`src/rtl/lamp_pkg.sv`:
```
// Shared types and constants for the lamp keyframe pipeline.
// Bank roles start as from=2, to=0, wr=1 and only ever rotate.
package lamp_pkg;

    localparam int unsigned c_bank_w      = 2;
    localparam int unsigned c_frac_w_dflt = 8;

    typedef logic [c_bank_w-1:0] bank_t;

    localparam bank_t c_from_rst = 2'd2;
    localparam bank_t c_to_rst   = 2'd0;
    localparam bank_t c_wr_rst   = 2'd1;

    typedef enum logic [1:0] {
        W_FREE,
        W_LOADING,
        W_FULL
    } wr_state_t;

    typedef enum logic {
        S_IDLE,
        S_RUN
    } run_state_t;

endpackage

```
`src/rtl/frac_divider.sv`:
```
// Sequential restoring divider: one quotient bit per cycle, MSB first.
// Loads on i_start, pulses o_done with the final quotient; i_abort drops the job.
module frac_divider #(
    parameter int unsigned c_num_w = 18,
    parameter int unsigned c_den_w = 10,
    parameter int unsigned c_q_w   = 9
) (
    input  logic               i_clk,
    input  logic               i_rst,
    input  logic               i_start,
    input  logic               i_abort,
    input  logic [c_num_w-1:0] i_num,
    input  logic [c_den_w-1:0] i_den,
    output logic               o_done,
    output logic [c_q_w-1:0]   o_quot
);

    localparam int unsigned        c_cnt_w    = $clog2(c_num_w + 1);
    localparam logic [c_cnt_w-1:0] c_cnt_last = c_cnt_w'(c_num_w - 1);

    logic               busy;
    logic [c_cnt_w-1:0] cnt;
    logic [c_num_w-1:0] num_sh;
    logic [c_den_w-1:0] den;
    logic [c_den_w-1:0] rem;
    logic [c_den_w-1:0] rem_nx;
    logic [c_den_w:0]   trial;
    logic               q_bit;

    // remainder stays below den, so the non-subtracted trial fits c_den_w bits
    always_comb begin
        trial  = {rem, num_sh[c_num_w-1]};
        q_bit  = (trial >= {1'b0, den});
        rem_nx = q_bit ? c_den_w'(trial - {1'b0, den}) : trial[c_den_w-1:0];
    end

    always_ff @(posedge i_clk or posedge i_rst) begin
        if (i_rst) begin
            busy   <= 1'b0;
            cnt    <= '0;
            num_sh <= '0;
            den    <= '0;
            rem    <= '0;
            o_quot <= '0;
            o_done <= 1'b0;
        end else begin
            o_done <= 1'b0;
            if (i_abort) begin
                busy <= 1'b0;
            end else if (i_start) begin
                busy   <= 1'b1;
                cnt    <= '0;
                num_sh <= i_num;
                den    <= i_den;
                rem    <= '0;
                o_quot <= '0;
            end else if (busy) begin
                rem    <= rem_nx;
                num_sh <= num_sh << 1;
                o_quot <= {o_quot[c_q_w-2:0], q_bit};
                cnt    <= cnt + c_cnt_w'(1);
                if (cnt == c_cnt_last) begin
                    busy   <= 1'b0;
                    o_done <= 1'b1;
                end
            end
        end
    end

endmodule

```
`src/rtl/keyframe_scheduler.sv`:
```
// Keyframe transition sequencer over a triple-buffered framebuffer:
// rotates bank roles, times transitions in ticks and produces the blend fraction.
module keyframe_scheduler
    import lamp_pkg::*;
#(
    parameter int unsigned c_max_time = 1024,
    parameter int unsigned c_max_type = 64,
    parameter int unsigned c_frac_w   = c_frac_w_dflt,
    parameter int unsigned c_tick_div = 48000,
    parameter int unsigned c_time_w   = $clog2(c_max_time),
    parameter int unsigned c_type_w   = $clog2(c_max_type)
) (
    input  logic                i_clk,
    input  logic                i_rst,
    input  logic                i_kf_start,
    input  logic                i_kf_done,
    input  logic [c_time_w-1:0] i_kf_time,
    input  logic [c_type_w-1:0] i_kf_type,
    output logic [1:0]          o_wr_bank,
    output logic                o_wr_ready,
    output logic [1:0]          o_from_bank,
    output logic [1:0]          o_to_bank,
    output logic [c_type_w-1:0] o_type,
    output logic [c_frac_w:0]   o_progress,
    output logic                o_busy,
    output logic                o_tick,
    output logic                o_drop
);

    localparam int unsigned          c_presc_w   = $clog2(c_tick_div);
    localparam logic [c_presc_w-1:0] c_presc_end = c_presc_w'(c_tick_div - 1);
    localparam logic [c_frac_w:0]    c_prog_full = {1'b1, {c_frac_w{1'b0}}};

    wr_state_t           wr_state, wr_state_nx;
    run_state_t          run_state, run_state_nx;
    logic [c_presc_w-1:0] presc;
    logic                tick_w;
    logic [c_time_w-1:0] dur, dur_nx;
    logic [c_time_w-1:0] elapsed, elapsed_nx, elapsed_inc;
    logic [c_time_w-1:0] pend_time, pend_time_nx, l_time;
    logic [c_type_w-1:0] pend_type, pend_type_nx, l_type;
    logic [c_type_w-1:0] type_nx;
    logic [1:0]          from_nx, to_nx, wr_nx;
    logic [c_frac_w:0]   progress_nx;
    logic                busy_nx, wr_ready_nx, drop_nx;
    logic                done_ld, launch;
    logic                div_start, div_abort, div_done;
    logic [c_frac_w:0]   div_quot;

    assign tick_w      = (presc == c_presc_end);
    assign elapsed_inc = elapsed + c_time_w'(1);
    assign done_ld     = (wr_state == W_LOADING) && i_kf_done;

    frac_divider #(
        .c_num_w (c_time_w + c_frac_w),
        .c_den_w (c_time_w),
        .c_q_w   (c_frac_w + 1)
    ) u_div (
        .i_clk   (i_clk),
        .i_rst   (i_rst),
        .i_start (div_start),
        .i_abort (div_abort),
        .i_num   ({elapsed_inc, {c_frac_w{1'b0}}}),
        .i_den   (dur),
        .o_done  (div_done),
        .o_quot  (div_quot)
    );

    always_comb begin
        wr_state_nx  = wr_state;
        run_state_nx = run_state;
        from_nx      = o_from_bank;
        to_nx        = o_to_bank;
        wr_nx        = o_wr_bank;
        type_nx      = o_type;
        dur_nx       = dur;
        elapsed_nx   = elapsed;
        pend_time_nx = pend_time;
        pend_type_nx = pend_type;
        progress_nx  = o_progress;
        div_start    = 1'b0;
        div_abort    = 1'b0;
        launch       = 1'b0;
        l_time       = i_kf_time;
        l_type       = i_kf_type;
        drop_nx      = (wr_state == W_FULL) && i_kf_start && !i_kf_done;

        if (div_done) progress_nx = div_quot;

        // completion and launch share one edge; a done arriving now counts as pending
        if (run_state == S_RUN && tick_w) begin
            elapsed_nx = elapsed_inc;
            if (elapsed_inc == dur) begin
                progress_nx  = c_prog_full;
                run_state_nx = S_IDLE;
                div_abort    = 1'b1;
                if (wr_state == W_FULL) begin
                    launch = 1'b1;
                    l_time = pend_time;
                    l_type = pend_type;
                end else if (done_ld) begin
                    launch = 1'b1;
                end
            end else begin
                div_start = 1'b1;
            end
        end else if (run_state == S_IDLE && done_ld) begin
            launch = 1'b1;
        end

        if (launch) begin
            from_nx     = o_to_bank;
            to_nx       = o_wr_bank;
            wr_nx       = o_from_bank;
            type_nx     = l_type;
            dur_nx      = l_time;
            elapsed_nx  = '0;
            div_abort   = 1'b1;
            wr_state_nx = W_FREE;
            if (l_time == '0) begin
                progress_nx  = c_prog_full;
                run_state_nx = S_IDLE;
            end else begin
                progress_nx  = '0;
                run_state_nx = S_RUN;
            end
        end else if (done_ld) begin
            wr_state_nx  = W_FULL;
            pend_time_nx = i_kf_time;
            pend_type_nx = i_kf_type;
        end else if (i_kf_start && !i_kf_done && wr_state == W_FREE) begin
            wr_state_nx = W_LOADING;
        end

        busy_nx     = (run_state_nx == S_RUN);
        wr_ready_nx = (wr_state_nx != W_FULL);
    end

    always_ff @(posedge i_clk or posedge i_rst) begin
        if (i_rst) begin
            wr_state    <= W_FREE;
            run_state   <= S_IDLE;
            presc       <= '0;
            o_tick      <= 1'b0;
            o_from_bank <= c_from_rst;
            o_to_bank   <= c_to_rst;
            o_wr_bank   <= c_wr_rst;
            o_type      <= '0;
            o_progress  <= c_prog_full;
            o_busy      <= 1'b0;
            o_wr_ready  <= 1'b1;
            o_drop      <= 1'b0;
            dur         <= '0;
            elapsed     <= '0;
            pend_time   <= '0;
            pend_type   <= '0;
        end else begin
            presc       <= tick_w ? '0 : presc + c_presc_w'(1);
            o_tick      <= tick_w;
            wr_state    <= wr_state_nx;
            run_state   <= run_state_nx;
            o_from_bank <= from_nx;
            o_to_bank   <= to_nx;
            o_wr_bank   <= wr_nx;
            o_type      <= type_nx;
            o_progress  <= progress_nx;
            o_busy      <= busy_nx;
            o_wr_ready  <= wr_ready_nx;
            o_drop      <= drop_nx;
            dur         <= dur_nx;
            elapsed     <= elapsed_nx;
            pend_time   <= pend_time_nx;
            pend_type   <= pend_type_nx;
        end
    end

endmodule

```
`config.mk`:
```
export PLATFORM = sky130hd
export DESIGN_NAME = keyframe_scheduler
export DESIGN_NICKNAME = d
export VERILOG_FILES = /design/src/rtl/lamp_pkg.sv /design/src/rtl/frac_divider.sv /design/src/rtl/keyframe_scheduler.sv
export SDC_FILE = /design/constraint.sdc
export NUM_CORES = 1
export LEC_CHECK = 0
export BUFFER_PORTS_ARGS = -buffer_cell sky130_fd_sc_hd__buf_2
export CAP_MARGIN = 10
export CELL_PAD_IN_SITES_DETAIL_PLACEMENT = 1
export CELL_PAD_IN_SITES_GLOBAL_PLACEMENT = 2
export CORE_ASPECT_RATIO = 1.25
export CORE_MARGIN = 3
export CORE_UTILIZATION = 40
export CTS_BUF_LIST = sky130_fd_sc_hd__clkbuf_8
export DETAILED_ROUTE_END_ITERATION = 10
export GPL_TIMING_DRIVEN = 0
export PLACE_DENSITY = 0.79
export SLEW_MARGIN = 10
export SYNTH_ARGS = -nofsm -noshare
export SYNTH_HDL_FRONTEND = slang
export SYNTH_HIERARCHICAL = 1
export SYNTH_SLANG_ARGS = --single-unit
```
`constraint.sdc`:
```
create_clock -name i_clk -period 3.43 [get_ports i_clk]
set_input_delay 0 -clock i_clk [delete_from_list [all_inputs] [get_ports i_clk]]
set_output_delay 0 -clock i_clk [all_outputs]
set_load 0.02 [all_outputs]
```
==> results.sh, run 1 <==
export IMPL_rsz0062_at_grt="false"
export IMPL_final_cell_mix="128 x dfrtp_1, 53 x nand2_1, 51 x buf_2"
export IMPL_power_leakage_uw=0.00374
export IMPL_place_gp_congestion=0.837
export IMPL_drc_errors=0
export IMPL_fmax_ghz=0.309
export IMPL_synth_top_area_cell="dfrtp_1"
export IMPL_netlist_area_leader_share_pct=45.6
export IMPL_initialDrtViolationCount=241
export IMPL_synthArstFlopShare_pct=100
export IMPL_grt_overflow_total=0
export IMPL_yosys_warnings=6
export IMPL_design_area_um2=8370
export IMPL_multiInputGateArea_um2=3490
export IMPL_ys_top_cells_by_area="dfrtp_1 46%, mux2i_1 3.0%, mux2_1 2.9%"
export IMPL_cts_sinks=133
export IMPL_rows=53
export IMPL_status="finished clean"
export IMPL_route_vias_total=5466
export IMPL_layout_min_cycle_time_ns=3.23
export IMPL_setup_slack_ns=0.197
export IMPL_die_area_um2=19400
export IMPL_path_clk_slew_ns=0.09
export IMPL_syn2layout_area_growth_pct=18.1
export IMPL_drive_gt1_share_pct=23.3
export IMPL_synthCells=667
export IMPL_crit_type="flop to flop"
export IMPL_coreArea_um2=17100
export IMPL_regArea_um2=3330
export IMPL_critPathMaxFanout=13
export IMPL_grt_usage_pct=20.1
export IMPL_slew_viol_final=0
export IMPL_synth_edf_count=0
export IMPL_grt_pass1_wl_um=31600
export IMPL_hold_path_class="input port to asynchronous set/reset pin"
export IMPL_setup_viol=0
export IMPL_placed_area_um2=7660
export IMPL_post_place_cells=940
export IMPL_htreeDepth=4
export IMPL_hpwl_um=13600
export IMPL_p_per_area_nw_per_um2=391
export IMPL_tightest_slew_ns=0.630
export IMPL_ys_ff_latch=133
export IMPL_grt_pass1_vias=6067
export IMPL_cp_arrival_ns=3.58
export IMPL_clockBufferDepth=2
export IMPL_path_cells="buf_4, nand3_4, or4_1, buf_2, xnor2_4, nor4b_4, a31o_2, buf_6, o21bai_1, clkbuf_4, clkbuf_4, a32oi_1, o31ai_2"
export IMPL_nNetsFinal=798
export IMPL_ir_drop_mv=0.270
export IMPL_critPathRequiredTime_ns=3.78
export IMPL_port_buffers=44
export IMPL_cp_end_kind="flop"
export IMPL_wl_um=18700
export IMPL_synth_cell_type_count=73
export IMPL_cts_buffers=17
export IMPL_via_per_inst=5.49
export IMPL_slowest_delay_ns=0.53
export IMPL_grt_max_degree=62
export IMPL_routedWlPerCell_um=18.8
export IMPL_fin_crit_sh_pct=94.2
export IMPL_final_hold_violation_count=0
export IMPL_route_antenna_remaining_nets=0
export IMPL_pin_count=45
export IMPL_relSlewSlack_pct=58.0
export IMPL_antenna_found_initial=0
export IMPL_drt_first_pass_iters=4
export IMPL_start_kind="flop"
export IMPL_syn_avg_cell_area_um2=10.6
export IMPL_cp_slowest_cell="or4_1"
export IMPL_fill_cells=1918
export IMPL_instances_no_fill=996
export IMPL_cap_violations=0
export IMPL_die_h_um=155
export IMPL_ys_seq_area_share_pct=47.1
export IMPL_fin_skew_ns=0.0187
export IMPL_syn_area_um2=7080
export IMPL_ys_flop_type="dfrtp_1"
export IMPL_start_util_pct=41.4
export IMPL_cts_tree="done"
export IMPL_final_common_cell="dfrtp_1"
export IMPL_cts_root_buffer="clkbuf_8"
export IMPL_crit_path_frequent_cell="clkbuf_4"
export IMPL_clk_latency_ns=0.45
export IMPL_fin_util_pct=48.9
export IMPL_die_w_um=125
export IMPL_r2r_slack_ns=0.20
export IMPL_pre_cts_slack_ns=-0.683
export IMPL_antenna_cells=0
==> critical path, delay by kind of cell, from the launching register on <==
kind | cells | cell delay (ns)
AO/OA/AOI/OAI | 4 | 0.58
flip-flops | 1 | 0.33
XOR/XNOR | 1 | 0.22
AND/OR/NAND/NOR | 3 | 0.92
buffers and inverters | 5 | 1.08
==> metrics by stage <==
step | TNS (ns) | power, µW | hold WS, ns
after floorplan | 0 | 1900 | 0.0714
after global placement | -18.93 | 1970 | 0.218
after detailed placement | -21.92 | 2000 | -0.0173
after CTS | 0 | 3320 | 0.0243
after global routing | 0 | 3440 | 0.0821
final | 0 | 3270 | 0.0772
==> layer usage <==
layer | vias up | routed length (µm) | global-route usage [%]
li1 | 2577 | - | -
met1 | 2780 | 7980 | 24.0
met2 | 78 | 9850 | 36.1
met3 | 31 | 428 | 3.21
met4 | 0 | 437 | 8.16
met5 | - | 0 | 0
==> logic make-up (layout without fill, tap and decap cells) <==
| logic type | Yosys count | count (layout) | share of synthesized area (%) |
|---|---|---|---|
| AOI/OAI and AO/OA | 160 | 160 | 16.5 |
| xor gates and xnor gates | 36 | 36 | 5.30 |
| adders and majority gates | 15 | 15 | 2.76 |
| buffers and inverters | 67 | 169 | 5.03 |
| DFF | 133 | 133 | 47.1 |
| muxes | 57 | 57 | 8.69 |
| other | 1 | 8 | 0.0529 |
| and+or+nand+nor | 198 | 198 | 14.6 |
==> layout make-up <==
cell class                 count  share of cell area [%]
timing repair buffer          70                    5.95
buffer                        41                    3.47
multi-input combinational    474                    41.7
inverter                      26                    1.20
tap                          220                    3.29
clock inverter                15                    1.73
sequential                   133                    39.8
clock buffer                  17                    2.80
==> state kept, by name (all words and copies together) (netlist names), 9 cells and up <==
signal,flops
dur,10
elapsed,10
o_progress,9
pend_time,10
presc,16
u_div/den,10
u_div/num_sh,18
u_div/o_quot,9
u_div/rem,10
==> cell usage after synthesis (4+ instances only) <==
master    count
nand3_1      18
and3_1       14
clkbuf_1     11
o21ai_0      39
buf_2         9
buf_4         9
a21oi_1      23
a22oi_1      22
a211oi_1      5
o31ai_2       9
xnor2_1      17
buf_6         5
mux2_2       18
buf_1         5
inv_1        26
xor2_1       15
dfstp_2       4
a21oi_2      12
nor2_1       43
nand2b_1      6
a21o_1        8
mux2i_1      21
mux2_1       18
nor2b_1      11
nor4_1        6
or3_1        10
dfrtp_1     129
a22o_1        9
nor3_1        7
nand2_1      53
ha_1         14
a32oi_1       7
nand4_1       8
==> path summary, 6_finish.rpt <==
kind                              startpoint               to  cells after the start
worst min register to register      presc[4]         presc[4]                      1
min in group i_clk              i_kf_type[4]     pend_type[4]                      3
worst max-delay path              elapsed[2]     u_div/rem[5]                     13
worst min-delay path                   i_rst         presc[2]                      3
max in group asynchronous              i_rst  u_div/num_sh[1]                      4
worst max register to register    elapsed[2]     u_div/rem[5]                     13
==> timing repair <==
item | CTS | global route
setup endpoints to repair | 44 | 38
resized for setup | 18 | 14
buffers inserted | 0 | 4
hold endpoints to repair | 166 | 0
hold buffers | 20 | 0
pin swaps | 0 | 3
==> power by group <==
part / switching, µW / internal (µW) / total (µW)
clock: 694 / 591 / 1280
sequential: 65.1 / 1670 / 1730
combinational: 146 / 108 / 254
No activity file was read; power rests on OpenSTA's default activity.
==> inputs of run 2 (changes only) <==
CORE_UTILIZATION = 37   (was 40)
PLACE_DENSITY = 0.78   (was 0.79)
SYNTH_HIERARCHICAL = unset   (was 1)
clock period = 2.65 ns   (was 3.43 ns; I/O delays follow)
==> run 2 against run 1 <==
Effect of this change: fmax increased by 17%; the run now ends with negative setup slack left; worst setup slack got worse by 0.30 ns; sequential power increased by 10%; final cell count increased by 1.6%; register-to-register slack got worse by 0.30 ns; via count increased by 2.2%; final area increased by 4.2%; global-route usage increased by 0.29 points; utilization increased by 0.93 points; wire length increased by 9.0%; clock skew decreased by 0.0054 ns.
==> results.sh, run 2 <==
export IMPL_status="finished with violations"
export IMPL_violations="negative setup slack"
export IMPL_cap_violations=0
export IMPL_grt_pass1_wl_um=31800
export IMPL_layout_min_cycle_time_ns=2.75
export IMPL_path_cells="ha_4, buf_4, nand2b_1, and2_1, o221ai_2, nor4_4, and4b_1, or3_1, buf_6, clkbuf_16, mux2_4"
export IMPL_p_sw_uw=931
export IMPL_combPwrFrac_pct=2.6
export IMPL_grt_pass1_vias=6096
export IMPL_sequentialPowerShare_pct=50.7
export IMPL_critPathBufInv=3
export IMPL_die_h_um=156
export IMPL_post_place_cells=926
export IMPL_final_common_cell="dfrtp_1"
export IMPL_synth_top_area_cell="dfrtp_1"
export IMPL_nNetsFinal=810
export IMPL_setup_slack_ns=-0.103
export IMPL_ys_flop_type="dfrtp_1"
export IMPL_instances_no_fill=1012
export IMPL_start_util_pct=37.9
export IMPL_wl_um=20400
export IMPL_relSlewSlack_pct=53.0
export IMPL_r2r_slack_ns=-0.10
export IMPL_yosysMostFrequentCell="dfrtp_1"
export IMPL_clockBufferDepth=2
export IMPL_cts_buffers=17
export IMPL_fin_crit_sh_pct=104
export IMPL_port_buffers=44
export IMPL_placed_area_um2=7200
export IMPL_route_antenna_remaining_nets=0
export IMPL_final_cell_mix="120 x dfrtp_1, 56 x nor2_1, 47 x buf_2"
export IMPL_fmax_ghz=0.363
export IMPL_via_per_inst=5.52
export IMPL_crit_type="flop to flop"
export IMPL_switching_share_pct=24.8
export IMPL_cp_slowest_cell="dfrtp_2"
export IMPL_synth_common_cells="121 x dfrtp_1, 68 x o21ai_0, 58 x nor2_1, 44 x nand2_1, 23 x inv_1"
export IMPL_rows=54
export IMPL_hpwl_um=13700
export IMPL_drive_gt1_share_pct=29.4
export IMPL_drc_errors=0
export IMPL_syn2layout_area_growth_pct=31.5
export IMPL_antenna_cells=0
export IMPL_netlist_area_leader_share_pct=45.7
export IMPL_cts_tree="done"
export IMPL_die_area_um2=19600
export IMPL_coreArea_um2=17500
export IMPL_synth_edf_count=0
export IMPL_antenna_found_initial=0
export IMPL_p_per_area_nw_per_um2=431
export IMPL_initialDrtViolationCount=217
export IMPL_tightest_slew_ns=0.703
export IMPL_clockPowerShare_pct=46.6
export IMPL_cp_end_kind="flop"
export IMPL_final_hold_violation_count=0
export IMPL_ys_top_cells_by_area="dfrtp_1 46%, o21ai_0 5.1%, nor2_1 3.3%"
export IMPL_rr_startpoint="elapsed[1]"
export IMPL_fin_skew_ns=0.0133
export IMPL_crit_cells=11
export IMPL_syn_num_nets=690
export IMPL_routedWlPerCell_um=20.1
export IMPL_setup_viol=72
export IMPL_hold_path_class="input port to asynchronous set/reset pin"
export IMPL_p_int_uw=2830
export IMPL_cts_sinks=125
export IMPL_pin_count=45
export IMPL_route_vias_total=5585
export IMPL_grt_usage_pct=20.4
export IMPL_die_w_um=126
export IMPL_rr_endpoint="pend_type[2]"
export IMPL_setup_worst_path_start="elapsed[1]"
export IMPL_cp_arrival_ns=3.09
export IMPL_drt_first_pass_iters=4
export IMPL_critPathMaxFanout=6
export IMPL_clk_latency_ns=0.46
export IMPL_top_register="presc"
export IMPL_ir_drop_mv=0.346
export IMPL_largest_reg_flops=16
export IMPL_rr_worst_depth=11
export IMPL_cp_top_family="simple AND/OR/NAND/NOR gates"
export IMPL_slowest_delay_ns=0.44
export IMPL_ys_seq_area_share_pct=47.2
export IMPL_synthCells=655
export IMPL_slew_viol_final=0
export IMPL_ys_ff_latch=125
export IMPL_yosys_warnings=0
export IMPL_critPathRequiredTime_ns=2.99
export IMPL_syn_avg_cell_area_um2=10.1
export IMPL_grt_overflow_total=0
export IMPL_cts_root_buffer="clkbuf_8"
export IMPL_power_leakage_uw=0.00393
export IMPL_grt_max_degree=37
export IMPL_syn_area_um2=6630
export IMPL_synth_cell_type_count=71
export IMPL_fill_cells=1897
export IMPL_start_kind="flop"
export IMPL_htreeDepth=4
export IMPL_design_area_um2=8720
export IMPL_path_clk_slew_ns=0.09
export IMPL_synthArstFlopShare_pct=100
export IMPL_rsz0062_at_grt="true"
export IMPL_place_gp_congestion=0.864
## run 2: final cells by class
cell class,instances,area (µm²),area share (%)
clock buffers,18,248,2.84
clock inverters,14,158,1.81
repair buffers,105,923,10.6
plain buffers,36,317,3.63
multi-input cells,467,3570,41.0
flip-flops and latches,125,3130,35.9
well taps,224,280,3.21
inverters,23,90.1,1.03
## run 2: kinds of logic (layout without fill, tap and decap cells)
logic type      after synthesis  in the layout  synth area share [%]
fa+ha+maj                    15             15                  2.94
simple gates                217            217                  17.0
mux                          42             42                  7.36
xor+xnor                     28             28                  3.90
buf+inv                      63            196                  4.57
compound gates              165            165                  17.0
flops                       125            125                  47.2
## run 2: power groups by stage
stage / clock network, µW / logic (µW) / registers [µW]
after floorplan: 0 / 30.1 / 1950
after global placement: 0 / 64.6 / 1950
after detailed placement: 0 / 78.4 / 1940
after CTS: 1790 / 101 / 1910
after global routing: 1880 / 110 / 1910
final: 1750 / 98.2 / 1910
## run 2: layer usage
layer / track usage [%] / wire, µm
met1: 24.1 / 8550
met2: 37.3 / 10900
met3: 3.63 / 470
met4: 7.15 / 411
met5: 0 / 0
## run 2: worst max-delay path by stage
stage / to / slack (ns)
after floorplan: pend_time[0] / 0.04
after global placement: u_div.rem[0] / -0.70
after detailed placement: wr_state[1] / -0.70
after CTS: pend_type[3] / -0.10
after global routing: o_to_bank[0] / -0.25
final: pend_type[2] / -0.10
## run 2: timing repair
action / in CTS / in global routing
gates resized for setup: 71 / 77
hold endpoints to repair: 64 / 0
pin swaps: 9 / 18
endpoints found under the setup margin: 105 / 102
buffers inserted: 14 / 16
gates cloned: 4 / 4
hold buffers: 20 / 0
## run 2: worst register-to-register path, delay by kind of cell (launching register included)
family / cells / cell delay (ns)
AO/OA/AOI/OAI: 1 / 0.23
adder cells (fa/ha/maj): 1 / 0.20
buffers and inverters: 3 / 0.47
flip-flops: 1 / 0.44
multiplexers: 1 / 0.29
AND/OR/NAND/NOR: 5 / 1.02
## run 2: through the flow
step | hold slack [ns] | setup TNS (ns) | worst slack, ns | total power [µW] | utilization (%)
after floorplan | 0.0698 | 0 | 0.0428 | 1980 | -
after global placement | 0.211 | -52.86 | -0.695 | 2010 | 40.8
after CTS | 0.203 | -2.82 | -0.103 | 3800 | 47.1
after global routing | 0.222 | -18.48 | -0.254 | 3900 | 49.8
final | 0.197 | -4.28 | -0.103 | 3760 | 49.8
after detailed placement | 0.149 | -51.50 | -0.701 | 2020 | 41.1
==> inputs of run 3 (changes only) <==
REMOVE_ABC_BUFFERS = 1   (was unset)
==> run 3 against run 2 <==
Effect of this change: the run still ends with negative setup slack left; worst hold slack worse by 0.013 ns; sequential share of layout area hardly changed; critical path type unchanged; global-route usage is 0.63 points higher; utilization is 0.19 points higher; final cell count hardly changed; fmax is 0.18% lower; via count is 2.7% higher; wire length is 5.7% higher; register-to-register slack hardly changed; sequential cell count stayed put; clock skew is 0.0029 ns higher; largest power group unchanged.
==> results.sh, run 3 (synthesis gave the netlist of run 2 again) <==
export IMPL_via_per_inst=5.67
export IMPL_cp_arrival_ns=3.11
export IMPL_final_cell_mix="112 x dfrtp_1, 58 x o21ai_0, 56 x nor2_1"
export IMPL_pin_count=45
export IMPL_start_kind="flop"
export IMPL_grt_pass1_wl_um=32900
export IMPL_clockPowerShare_pct=44.9
export IMPL_initialDrtViolationCount=277
export IMPL_die_w_um=126
export IMPL_route_vias_total=5736
export IMPL_drive_gt1_share_pct=32.1
export IMPL_coreArea_um2=17500
export IMPL_cts_root_buffer="clkbuf_8"
export IMPL_placed_area_um2=7000
export IMPL_critPathRequiredTime_ns=3.00
export IMPL_met2_usage_pct=38.2
export IMPL_largest_reg_flops=16
export IMPL_cts_tree="done"
export IMPL_start_util_pct=37.9
export IMPL_instances_no_fill=1011
export IMPL_routedWlPerCell_um=21.3
export IMPL_hold_path_class="input port to asynchronous set/reset pin"
export IMPL_cts_sinks=125
export IMPL_final_hold_violation_count=0
export IMPL_wl_um=21500
export IMPL_sequentialPowerShare_pct=52.6
export IMPL_antenna_found_initial=0
export IMPL_rsz0062_at_grt="true"
export IMPL_port_buffers=44
export IMPL_fmax_ghz=0.363
export IMPL_grt_max_degree=64
export IMPL_syn2layout_area_growth_pct=32.0
export IMPL_power_leakage_uw=0.00392
export IMPL_die_h_um=156
export IMPL_route_antenna_remaining_nets=0
export IMPL_clk_latency_ns=0.46
export IMPL_setup_viol=45
export IMPL_fin_skew_ns=0.0162
export IMPL_tightest_slew_ns=0.738
export IMPL_design_area_um2=8750
export IMPL_place_gp_congestion=0.828
export IMPL_nNetsFinal=809
export IMPL_top_register="presc"
export IMPL_p_sw_uw=869
export IMPL_switching_share_pct=23.9
export IMPL_htreeDepth=4
export IMPL_layout_min_cycle_time_ns=2.76
export IMPL_status="finished with violations"
export IMPL_drt_first_pass_iters=4
export IMPL_grt_overflow_total=0
export IMPL_rr_worst_depth=9
export IMPL_grt_busiest_layer="met2"
export IMPL_setup_tns_final_ns=-2.76
export IMPL_critPathMaxFanout=8
export IMPL_grt_usage_pct=21.0
export IMPL_violations="negative setup slack"
export IMPL_relSlewSlack_pct=50.5
export IMPL_crit_type="flop to flop"
export IMPL_fin_util_pct=50.0
export IMPL_die_area_um2=19600
export IMPL_fin_crit_sh_pct=104
export IMPL_slew_viol_final=0
export IMPL_r2r_slack_ns=-0.11
export IMPL_p_int_uw=2760
export IMPL_cp_end_kind="flop"
export IMPL_use_met1_pct=24.5
export IMPL_clockBufferDepth=2
export IMPL_grtUsageMet3_pct=3.77
export IMPL_cap_violations=0
export IMPL_combPwrFrac_pct=2.6
export IMPL_antenna_cells=0
export IMPL_cts_buffers=17
export IMPL_hpwl_um=12400
export IMPL_grt_pass1_vias=6105
export IMPL_setup_slack_ns=-0.108
export IMPL_path_clk_slew_ns=0.08
export IMPL_post_place_cells=887
export IMPL_ir_drop_mv=0.228
export IMPL_p_per_area_nw_per_um2=414
export IMPL_drc_errors=0
export IMPL_final_common_cell="dfrtp_1"
export IMPL_rows=54
run 3: cell types whose count changed in the layout (fill, tap and decap cells not counted), moves of 5 or more:
cell	before	now
buf_4	25	51
buf_6	13	5
o21ai_1	19	10
o21ai_0	45	58
buf_12	10	5
dfrtp_2	1	9
clkbuf_1	8	0
dfrtp_1	120	112
clkbuf_2	6	0
o221a_4	10	16
mux2_2	8	2
o221a_2	6	0
mux2_4	16	22
run 3: routing by layer:
layer / vias up / wire (µm)
met3: 39 / 603
met2: 115 / 11700
li1: 2633 / -
met1: 2949 / 8680
met5: - / 0
met4: 0 / 555
run 3: cell type report:
cell class | count | area (µm²)
clock inverters | 15 | 135
inverters | 23 | 95.1
flip-flops and latches | 125 | 3140
clock buffers | 17 | 234
fillers | 1899 | 8740
repair buffers | 132 | 1120
repair inverters | 1 | 5.00
well taps | 224 | 280
multi-input cells | 474 | 3740
run 3: worst max-delay path: stages, from the launching register on:
cell	delay, ns
dfrtp_2	0.43
ha_4	0.21
nand3_4	0.13
nor3_4	0.31
xnor2_2	0.14
or2_4	0.26
and4b_4	0.23
buf_12	0.16
or3_4	0.44
mux2_4	0.33
run 3: through the flow:
step | total power (µW) | hold WS [ns] | setup WS, ns
floorplan | 1980 | 0.0698 | -0.941
global placement | 2010 | 0.214 | -2.42
detailed placement | 2020 | 0.137 | -1.60
CTS | 3650 | 0.201 | -0.0215
global route | 3760 | 0.228 | -0.173
finish | 3630 | 0.185 | -0.108
run 3: path summary, 6_finish.rpt:
check | from | endpoint
max | elapsed[1] | pend_type[2]
min | i_rst | presc[9]
max reg2reg | elapsed[1] | pend_type[2]
min reg2reg | u_div.rem[9] | u_div.rem[9]
max in group asynchronous | i_rst | o_from_bank[1]
min in group i_clk | i_kf_type[1] | pend_type[1]
run 3: what timing repair did:
| item | in CTS | in global routing |
|---|---|---|
| pin swaps | 12 | 29 |
| gates cloned | 5 | 6 |
| endpoints found under the hold margin | 95 | 0 |
| gates resized for setup | 59 | 58 |
| buffers inserted | 54 | 11 |
| setup endpoints to repair | 107 | 105 |
| hold buffers | 20 | 0 |
run 3: power groups by stage:
stage	Sequential (µW)	Combinational (µW)	Clock (µW)
global placement	1950	63.0	0
CTS	1910	94.9	1640
detailed placement	1940	71.9	0
finish	1910	92.8	1630
floorplan	1950	29.7	0
global route	1910	105	1750
